<file path="config.mk">
export PLATFORM = sky130hd
export DESIGN_NAME = tick_enable_ctrl
export DESIGN_NICKNAME = d
export VERILOG_FILES = /design/src/rtl/tick_enable_ctrl.sv
export SDC_FILE = /design/constraint.sdc
export NUM_CORES = 1
export LEC_CHECK = 0
export ABC_AREA = 0
export CAP_MARGIN = 25
export CELL_PAD_IN_SITES_DETAIL_PLACEMENT = 2
export CELL_PAD_IN_SITES_GLOBAL_PLACEMENT = 2
export CORE_UTILIZATION = 35
export DETAILED_ROUTE_END_ITERATION = 6
export PLACE_DENSITY = 0.81
export SLEW_MARGIN = 30
export SYNTH_ARGS = -nofsm -noshare
export SYNTH_HDL_FRONTEND = slang
export SYNTH_SLANG_ARGS = --single-unit
</file>
<file path="constraint.sdc">
create_clock -name clk -period 1.6 [get_ports clk]
set_input_delay 0.32 -clock clk [delete_from_list [all_inputs] [get_ports clk]]
set_output_delay 0.32 -clock clk [all_outputs]
set_load 0.05 [all_outputs]
</file>
<file path="src/rtl/tick_enable_ctrl.sv">
// Button conditioning plus IDLE/RUN/PAUSE control producing en/clr pulses for the 4-bit counter.
// Optional `SINGLE_STEP_EN adds btn_step: a debounced press while paused emits one en pulse.
module tick_enable_ctrl #(
  parameter int unsigned DIV        = 10,
  parameter int unsigned DEB_CYCLES = 4
) (
  input  logic clk,
  input  logic rst,
  input  logic btn_run,
  input  logic btn_clr,
`ifdef SINGLE_STEP_EN
  input  logic btn_step,
`endif
  output logic en,
  output logic clr,
  output logic running
);

`ifdef SINGLE_STEP_EN
  localparam int unsigned NumBtn = 3;
`else
  localparam int unsigned NumBtn = 2;
`endif
  localparam int unsigned PW = (DIV > 1) ? $clog2(DIV) : 1;
  localparam int unsigned CW = (DEB_CYCLES > 1) ? $clog2(DEB_CYCLES) : 1;
  localparam logic [PW-1:0] PreMax = PW'(DIV - 1);
  localparam logic [CW-1:0] DebMax = CW'(DEB_CYCLES - 1);

  typedef enum logic [1:0] {StIdle, StRun, StPause} state_e;

  logic [NumBtn-1:0] btn_raw;
  logic [NumBtn-1:0] sync1_q, sync2_q, deb_q, deb_prev_q, press;
  logic [CW-1:0]     deb_cnt_q [NumBtn];
  logic              run_press, clr_press;
  state_e            state_q;
  logic [PW-1:0]     pre_q;

  assign btn_raw[0] = btn_run;
  assign btn_raw[1] = btn_clr;
`ifdef SINGLE_STEP_EN
  assign btn_raw[2] = btn_step;
`endif

  // Debounced level only follows s2 after DEB_CYCLES consecutive disagreeing samples.
  always_ff @(posedge clk) begin
    if (rst) begin
      sync1_q    <= '0;
      sync2_q    <= '0;
      deb_q      <= '0;
      deb_prev_q <= '0;
      for (int i = 0; i < NumBtn; i++) deb_cnt_q[i] <= '0;
    end else begin
      sync1_q    <= btn_raw;
      sync2_q    <= sync1_q;
      deb_prev_q <= deb_q;
      for (int i = 0; i < NumBtn; i++) begin
        if (sync2_q[i] == deb_q[i]) begin
          deb_cnt_q[i] <= '0;
        end else if (deb_cnt_q[i] == DebMax) begin
          deb_q[i]     <= sync2_q[i];
          deb_cnt_q[i] <= '0;
        end else begin
          deb_cnt_q[i] <= deb_cnt_q[i] + CW'(1);
        end
      end
    end
  end

  assign press     = deb_q & ~deb_prev_q;
  assign run_press = press[0];
  assign clr_press = press[1];

  always_ff @(posedge clk) begin
    if (rst) begin
      state_q <= StIdle;
      pre_q   <= '0;
      en      <= 1'b0;
      clr     <= 1'b0;
      running <= 1'b0;
    end else begin
      en  <= 1'b0;
      clr <= 1'b0;
      if (clr_press) begin
        state_q <= StIdle;
        pre_q   <= '0;
        clr     <= 1'b1;
        running <= 1'b0;
      end else begin
        unique case (state_q)
          StIdle: begin
            pre_q <= '0;
            if (run_press) begin
              state_q <= StRun;
              running <= 1'b1;
            end
          end
          StRun: begin
            // The prescaler still advances on a pause edge so a wrap there keeps its pulse.
            if (pre_q == PreMax) begin
              pre_q <= '0;
              en    <= 1'b1;
            end else begin
              pre_q <= pre_q + PW'(1);
            end
            if (run_press) begin
              state_q <= StPause;
              running <= 1'b0;
            end
          end
          StPause: begin
            if (run_press) begin
              state_q <= StRun;
              running <= 1'b1;
            end
`ifdef SINGLE_STEP_EN
            if (press[2]) en <= 1'b1;
`endif
          end
          default: begin
            state_q <= StIdle;
            running <= 1'b0;
          end
        endcase
      end
    end
  end

endmodule

</file>
==> results of run 1 <==
==> through the flow <==
| stage | setup slack (ns) | instances | hold WS, ns | total power [W] |
|---|---|---|---|---|
| 2_1_floorplan | 0.262 | 78 | 0.399 | 0.000565 |
| 6_report | 0.274 | 115 | 0.451 | 0.000857 |
| 3_5_place_dp | 0.105 | 111 | 0.436 | 0.000583 |
| 3_3_place_gp | 0.147 | 111 | 0.419 | 0.000581 |
| 5_1_grt | 0.211 | 115 | 0.464 | 0.000899 |
| 4_1_cts | 0.249 | 115 | 0.459 | 0.000873 |
==> power by group <==
| part | internal, W | switching [W] |
|---|---|---|
| Combinational | 0.0000211 | 0.0000204 |
| Sequential | 0.000524 | 0.00000588 |
| Clock | 0.000139 | 0.000147 |
==> how the worst max path moves through the flow <==
stage,start,slack [ns],to,cells after the start
after floorplan,running$_SDFFE_PP0P_,0.26,pre_q[3]$_SDFFE_PP0P_,3
after global placement,rst,0.15,deb_cnt_q[1][1]$_SDFFCE_PN0P_,3
after detailed placement,rst,0.11,deb_cnt_q[1][0]$_SDFFCE_PN0P_,3
after CTS,running$_SDFFE_PP0P_,0.25,running,1
after global routing,running$_SDFFE_PP0P_,0.21,running,1
final,running$_SDFFE_PP0P_,0.27,running,1
==> kinds of logic after synthesis <==
| kind of cell | after synthesis | synth area share, % |
|---|---|---|
| simple gates | 32 | 23.5 |
| flops | 20 | 54.8 |
| compound gates | 6 | 4.67 |
| buf+inv | 6 | 2.96 |
| fa+ha+maj | 4 | 6.23 |
| mux | 4 | 5.14 |
| xor+xnor | 2 | 2.18 |
| other cells | 1 | 0.467 |
==> layout make-up <==
type | count | area (sq um)
Multi-Input combinational cell | 52 | 350
Clock buffer | 4 | 36.3
Timing Repair Buffer | 7 | 72.6
Tap cell | 27 | 33.8
Inverter | 5 | 18.8
Sequential cell | 20 | 440
Fill cell | 223 | 1110
==> synthesized netlist by cell type <==
| cell type | n | area, sq um |
|---|---|---|
| nor3_1 | 1 | 5.00 |
| o21ai_0 | 1 | 5.00 |
| or3_1 | 3 | 18.8 |
| nor2_1 | 9 | 33.8 |
| a21o_1 | 1 | 7.51 |
| nand4_1 | 1 | 6.26 |
| edfxtp_1 | 4 | 120 |
| a21oi_1 | 2 | 10.0 |
| inv_1 | 5 | 18.8 |
| nand3_1 | 1 | 5.00 |
| mux2_2 | 1 | 11.3 |
| nand4b_1 | 1 | 8.76 |
| nand2b_1 | 1 | 6.26 |
| ha_1 | 4 | 50.1 |
| conb_1 | 1 | 3.75 |
| and2_1 | 1 | 6.26 |
| xnor2_1 | 2 | 17.5 |
| a32oi_1 | 1 | 8.76 |
| and2b_4 | 1 | 10.0 |
| nand2_1 | 2 | 7.51 |
| nand2b_4 | 1 | 13.8 |
| dfxtp_1 | 16 | 320 |
| nor2b_1 | 7 | 43.8 |
| buf_2 | 1 | 5.00 |
| a31oi_1 | 1 | 6.26 |
| nand3b_1 | 2 | 15.0 |
| and2b_2 | 1 | 8.76 |
| mux2i_1 | 3 | 30.0 |
==> sequential cells by signal, summed over array words and instances, names as in the netlist <==
| name | cells |
|---|---|
| clr | 1 |
| deb_cnt_q | 4 |
| deb_prev_q | 2 |
| deb_q | 2 |
| en | 1 |
| pre_q | 4 |
| running | 1 |
| state_q | 1 |
| sync1_q | 2 |
| sync2_q | 2 |
==> routing by layer <==
layer | up-vias | wire length, microns | track usage [%]
met1 | 269 | 625 | 14.4
li1 | 274 | - | -
met4 | 0 | 13 | 7.14
met3 | 2 | 42 | 3.70
met5 | - | 0 | 0
met2 | 9 | 832 | 29.3
==> results.cfg, run 1 <==
[outcome]
status = completed

[setup_path]
path_delay_family = flip-flops
critPathMaxStageDelay_ns = 0.53
r2r_setup_slack_ns = 0.30
critPathBufInv = 1
slowest_stage = dfxtp_1
required_ns = 1.28
r2r_start = deb_cnt_q[1][0]$_SDFFCE_PN0P_
reg2reg_depth = 3
start_kind = register
r2r-end = deb_cnt_q[1][0]$_SDFFCE_PN0P_
cp_max_fo = 6
path_class = register to output port
end_kind = output port
worstPathCellList = buf_12
cp.arrival_ns = 1.01

[timing]
rsz0062_at_grt = false
finalHoldViolations = 0
drv_slew = 0
finalSetupViolCount = 0
max_freq_mhz = 754
fin_crit_sh_pct = 82.9
period_needed_ns = 1.33
finalClockSkew_ns = 0.00615
tns_ns = 0

[finish]
area_delta_synth_final_pct = 18.5
drive_above_1_share_pct = 13.6
finalNetCount = 97
utilization_pct = 46.2
final_common_cell = dfxtp_1
post-route-cell-area_sq_um = 952
mostFrequentLayoutCells = dfxtp_1 (16), nor2_1 (9), nor2b_1 (7), inv_1 (5)
antenna_cells = 0

[detailed_routing]
drc = 0
ant_nets = 0
drt-initial-drc-count = 3
vias = 554
wire_per_inst_microns = 13.2
wirelength_microns = 1510
via_per_inst = 4.82
first_pass_iters = 3

[job]
drv_cap = 0

[clock_network]
cts_tree = built
cts_hold_buf = 0
cts_max_level = 1
ctsResizeCount = 0
cts_buffer_depth = 2
cts_root_buf = clkbuf_4
post_cts_buffers = 0
cts_sinks = 20
cts_made_buffers = 3
insertion_delay_ns = 0.29
clk_pin_slew_ns = 0.11

[synth]
ys_ff_latch = 20
ys_types = 28
seq_area_frac_synth_pct = 54.8
yosysWarnings = 0
synth_area_per_cell_sq_um = 10.7
syn_inst = 75
netlist_area_sq_um = 803

[worst_hold_path]
hp-start = sync1_q[1]$_SDFF_PP0_
hold_class = register to register
min_to = sync2_q[1]$_SDFF_PP0_
whs_path_depth = 1

[place]
post-dp-hpwl_microns = 1170
routabilityCongestion = 0.743
io_buffers = 6
placed_area_sq_um = 916

[die]
die_x_microns = 49.9
die_y_microns = 49.9
die_area_sq_um = 2490
initial_core_util_pct = 39.0
core-area_sq_um = 2060
pin_count = 7
rows = 16

[power_and_ir_drop]
ir_drop_mv = 0.506
p_leak_nw = 0.384
p_per_area_nw_per_um2 = 900

[global_route]
grt_pass1_wl_microns = 2730
overflow = 0
grt_pass1_vias = 632
grt_max_degree = 12
grt_use_total_pct = 15.1
antenna_found_initial = 0
No activity file was read; power rests on OpenSTA's default activity.
==> run 2: changes to the inputs <==
CORE_UTILIZATION = 32   (was 35)
PLACE_DENSITY = 0.78   (was 0.81)
clock period = 1.2 ns   (was 1.6 ns; I/O delays follow)
==> run 2 against run 1 <==
Compared with the run above: first-iteration DRC count fell by 100%; register-to-register slack got worse by 0.29 ns; clock-buffer cell count fell by 1; via count rose by 6.5%; combinational power rose by 75%; clock skew fell by 0.0048 ns; power rose by 30%; final area rose by 11%; sequential power rose by 33%; non-clock buffer count rose by 8; flip-flop and latch count did not move; critical endpoint is now deb_cnt_q[0][1]$_SDFFCE_PN0P_.
==> results.cfg, run 2 (synthesis results as in run 1) <==
[die]
die_x_microns = 52.1
die_area_sq_um = 2710
pin_count = 7
core-area_sq_um = 2300
initial_core_util_pct = 35.0
die_y_microns = 52.1
rows = 17

[worst_hold_path]
hold_class = register to register
hp-start = sync1_q[0]$_SDFF_PP0_

[finish]
antenna_cells = 0
area_delta_synth_final_pct = 31.0
utilization_pct = 45.8
drive_above_1_share_pct = 29.2
reg_top3 = deb_cnt_q: 4 flops, pre_q: 4 flops
final_common_cell = dfxtp_1
mostFrequentLayoutCells = dfxtp_1 (13), buf_4 (9), nor2b_1 (7), nor2_1 (7), inv_1 (5)
fillCellCount = 248
post-route-cell-area_sq_um = 1050
finalNetCount = 105

[detailed_routing]
first_pass_iters = 1
wirelength_microns = 1530
vias = 590
wire_per_inst_microns = 12.4
drc = 0
via_per_inst = 4.76
ant_nets = 0
drt-initial-drc-count = 0

[clock_network]
cts_buffer_depth = 2
cts_tree = built
cts_sinks = 20
insertion_delay_ns = 0.31
cts_made_buffers = 3
cts_root_buf = clkbuf_4
cts_max_level = 1
cts_hold_buf = 0
clk_pin_slew_ns = 0.11

[global_route]
overflow = 0
grt_pass1_wl_microns = 2640
antenna_found_initial = 0
grt_use_total_pct = 13.6
grt_pass1_vias = 617
grt_max_degree = 12

[timing]
finalHoldViolations = 0
finalSetupViolCount = 0
fin_crit_sh_pct = 99.5
finalClockSkew_ns = 0.00134
drv_slew = 0
rsz0062_at_grt = true
hold_slack_ns = 0.452
max_freq_mhz = 838
period_needed_ns = 1.19

[setup_path]
required_ns = 1.38
start_kind = register
cp.arrival_ns = 1.37
cp_max_fo = 2
worstPathCellList = ha_2, or3_4, nor2_1
end_kind = register
critPathMaxStageDelay_ns = 0.41
r2r_setup_slack_ns = 0.006
worstSetupStartpoint = deb_cnt_q[0][0]$_SDFFCE_PN0P_
slowest_stage = edfxtp_1
path_class = register to register
r2r_start = deb_cnt_q[0][0]$_SDFFCE_PN0P_

[power_and_ir_drop]
switchingPower_w = 0.000247
internal-power_w = 0.000863
pwr-share-comb_pct = 6.5
p_leak_nw = 0.423
p_seq_share_pct = 63.7
ir_drop_mv = 0.688
switching_share_pct = 22.3
p_per_area_nw_per_um2 = 1060
p_clk_share_pct = 29.8

[place]
io_buffers = 6
routabilityCongestion = 0.676
placed_area_sq_um = 973
post-dp-hpwl_microns = 1160

[outcome]
status = completed

[job]
drv_cap = 0
run 2: cell types whose count changed in the layout (fill, tap and decap cells not counted), moves of 2 or more:
| cell | change |
|---|---|
| buf_12 | +2 |
| buf_4 | +6 |
| dfxtp_1 | -3 |
| dfxtp_2 | +3 |
| ha_1 | -2 |
| ha_2 | +2 |
| nor2_1 | -2 |
| nor2_2 | +2 |
| or3_1 | -2 |
| or3_4 | +2 |
run 2: worst max-delay path, delay by kind of cell, from the launching register on:
kind                     cells  cell delay [ns]
flip-flops                   1             0.41
AND/OR/NAND/NOR              2             0.44
adder cells (fa/ha/maj)      1             0.22
run 2: what timing repair did:
action	in CTS	in global routing
pin swaps	2	7
hold endpoints to repair	0	0
setup endpoints to repair	4	8
resized for setup	3	5
setup buffers	1	3
run 2: worst paths after layout:
check	end	depth (start not counted)
worst max-delay path	deb_cnt_q[0][1]$_SDFFCE_PN0P_	3
worst min-delay path	sync2_q[0]$_SDFF_PP0_	1
worst max register to register	deb_cnt_q[0][1]$_SDFFCE_PN0P_	3
worst min register to register	sync2_q[0]$_SDFF_PP0_	1
run 2: layout make-up:
type	count	area [sq um]	area share [%]
inverter	5	18.8	1.78
clock inverter	1	3.75	0.357
timing repair buffer	15	158	15.0
tap	28	35.0	3.33
clock buffer	3	22.5	2.14
multi-input combinational	52	370	35.2
sequential	20	444	42.2
run 2: per-layer routing:
layer,global-route usage (%),wire [microns]
met1,13.2,651
met2,25.9,805
met3,5.26,54
met4,4.05,21
met5,0,0
run 2: stage by stage:
stage | power (W) | instances | setup WS [ns] | setup TNS, ns
finish | 0.00111 | 124 | 0.00628 | 0
global route | 0.00116 | 124 | -0.0266 | -0.0772
CTS | 0.00113 | 121 | 0.00296 | 0
detailed placement | 0.000786 | 116 | -0.162 | -1.20
global placement | 0.000783 | 116 | -0.161 | -1.10
floorplan | 0.000754 | 78 | 0.0416 | 0
run 2: power groups by stage:
stage | clock [W] | sequential (W) | combinational (W)
after floorplan | 0 | 0.000722 | 0.0000312
after global placement | 0 | 0.000722 | 0.0000609
after detailed placement | 0 | 0.000723 | 0.0000631
final | 0.000330 | 0.000707 | 0.0000727
after global routing | 0.000372 | 0.000709 | 0.0000798
after CTS | 0.000356 | 0.000708 | 0.0000678
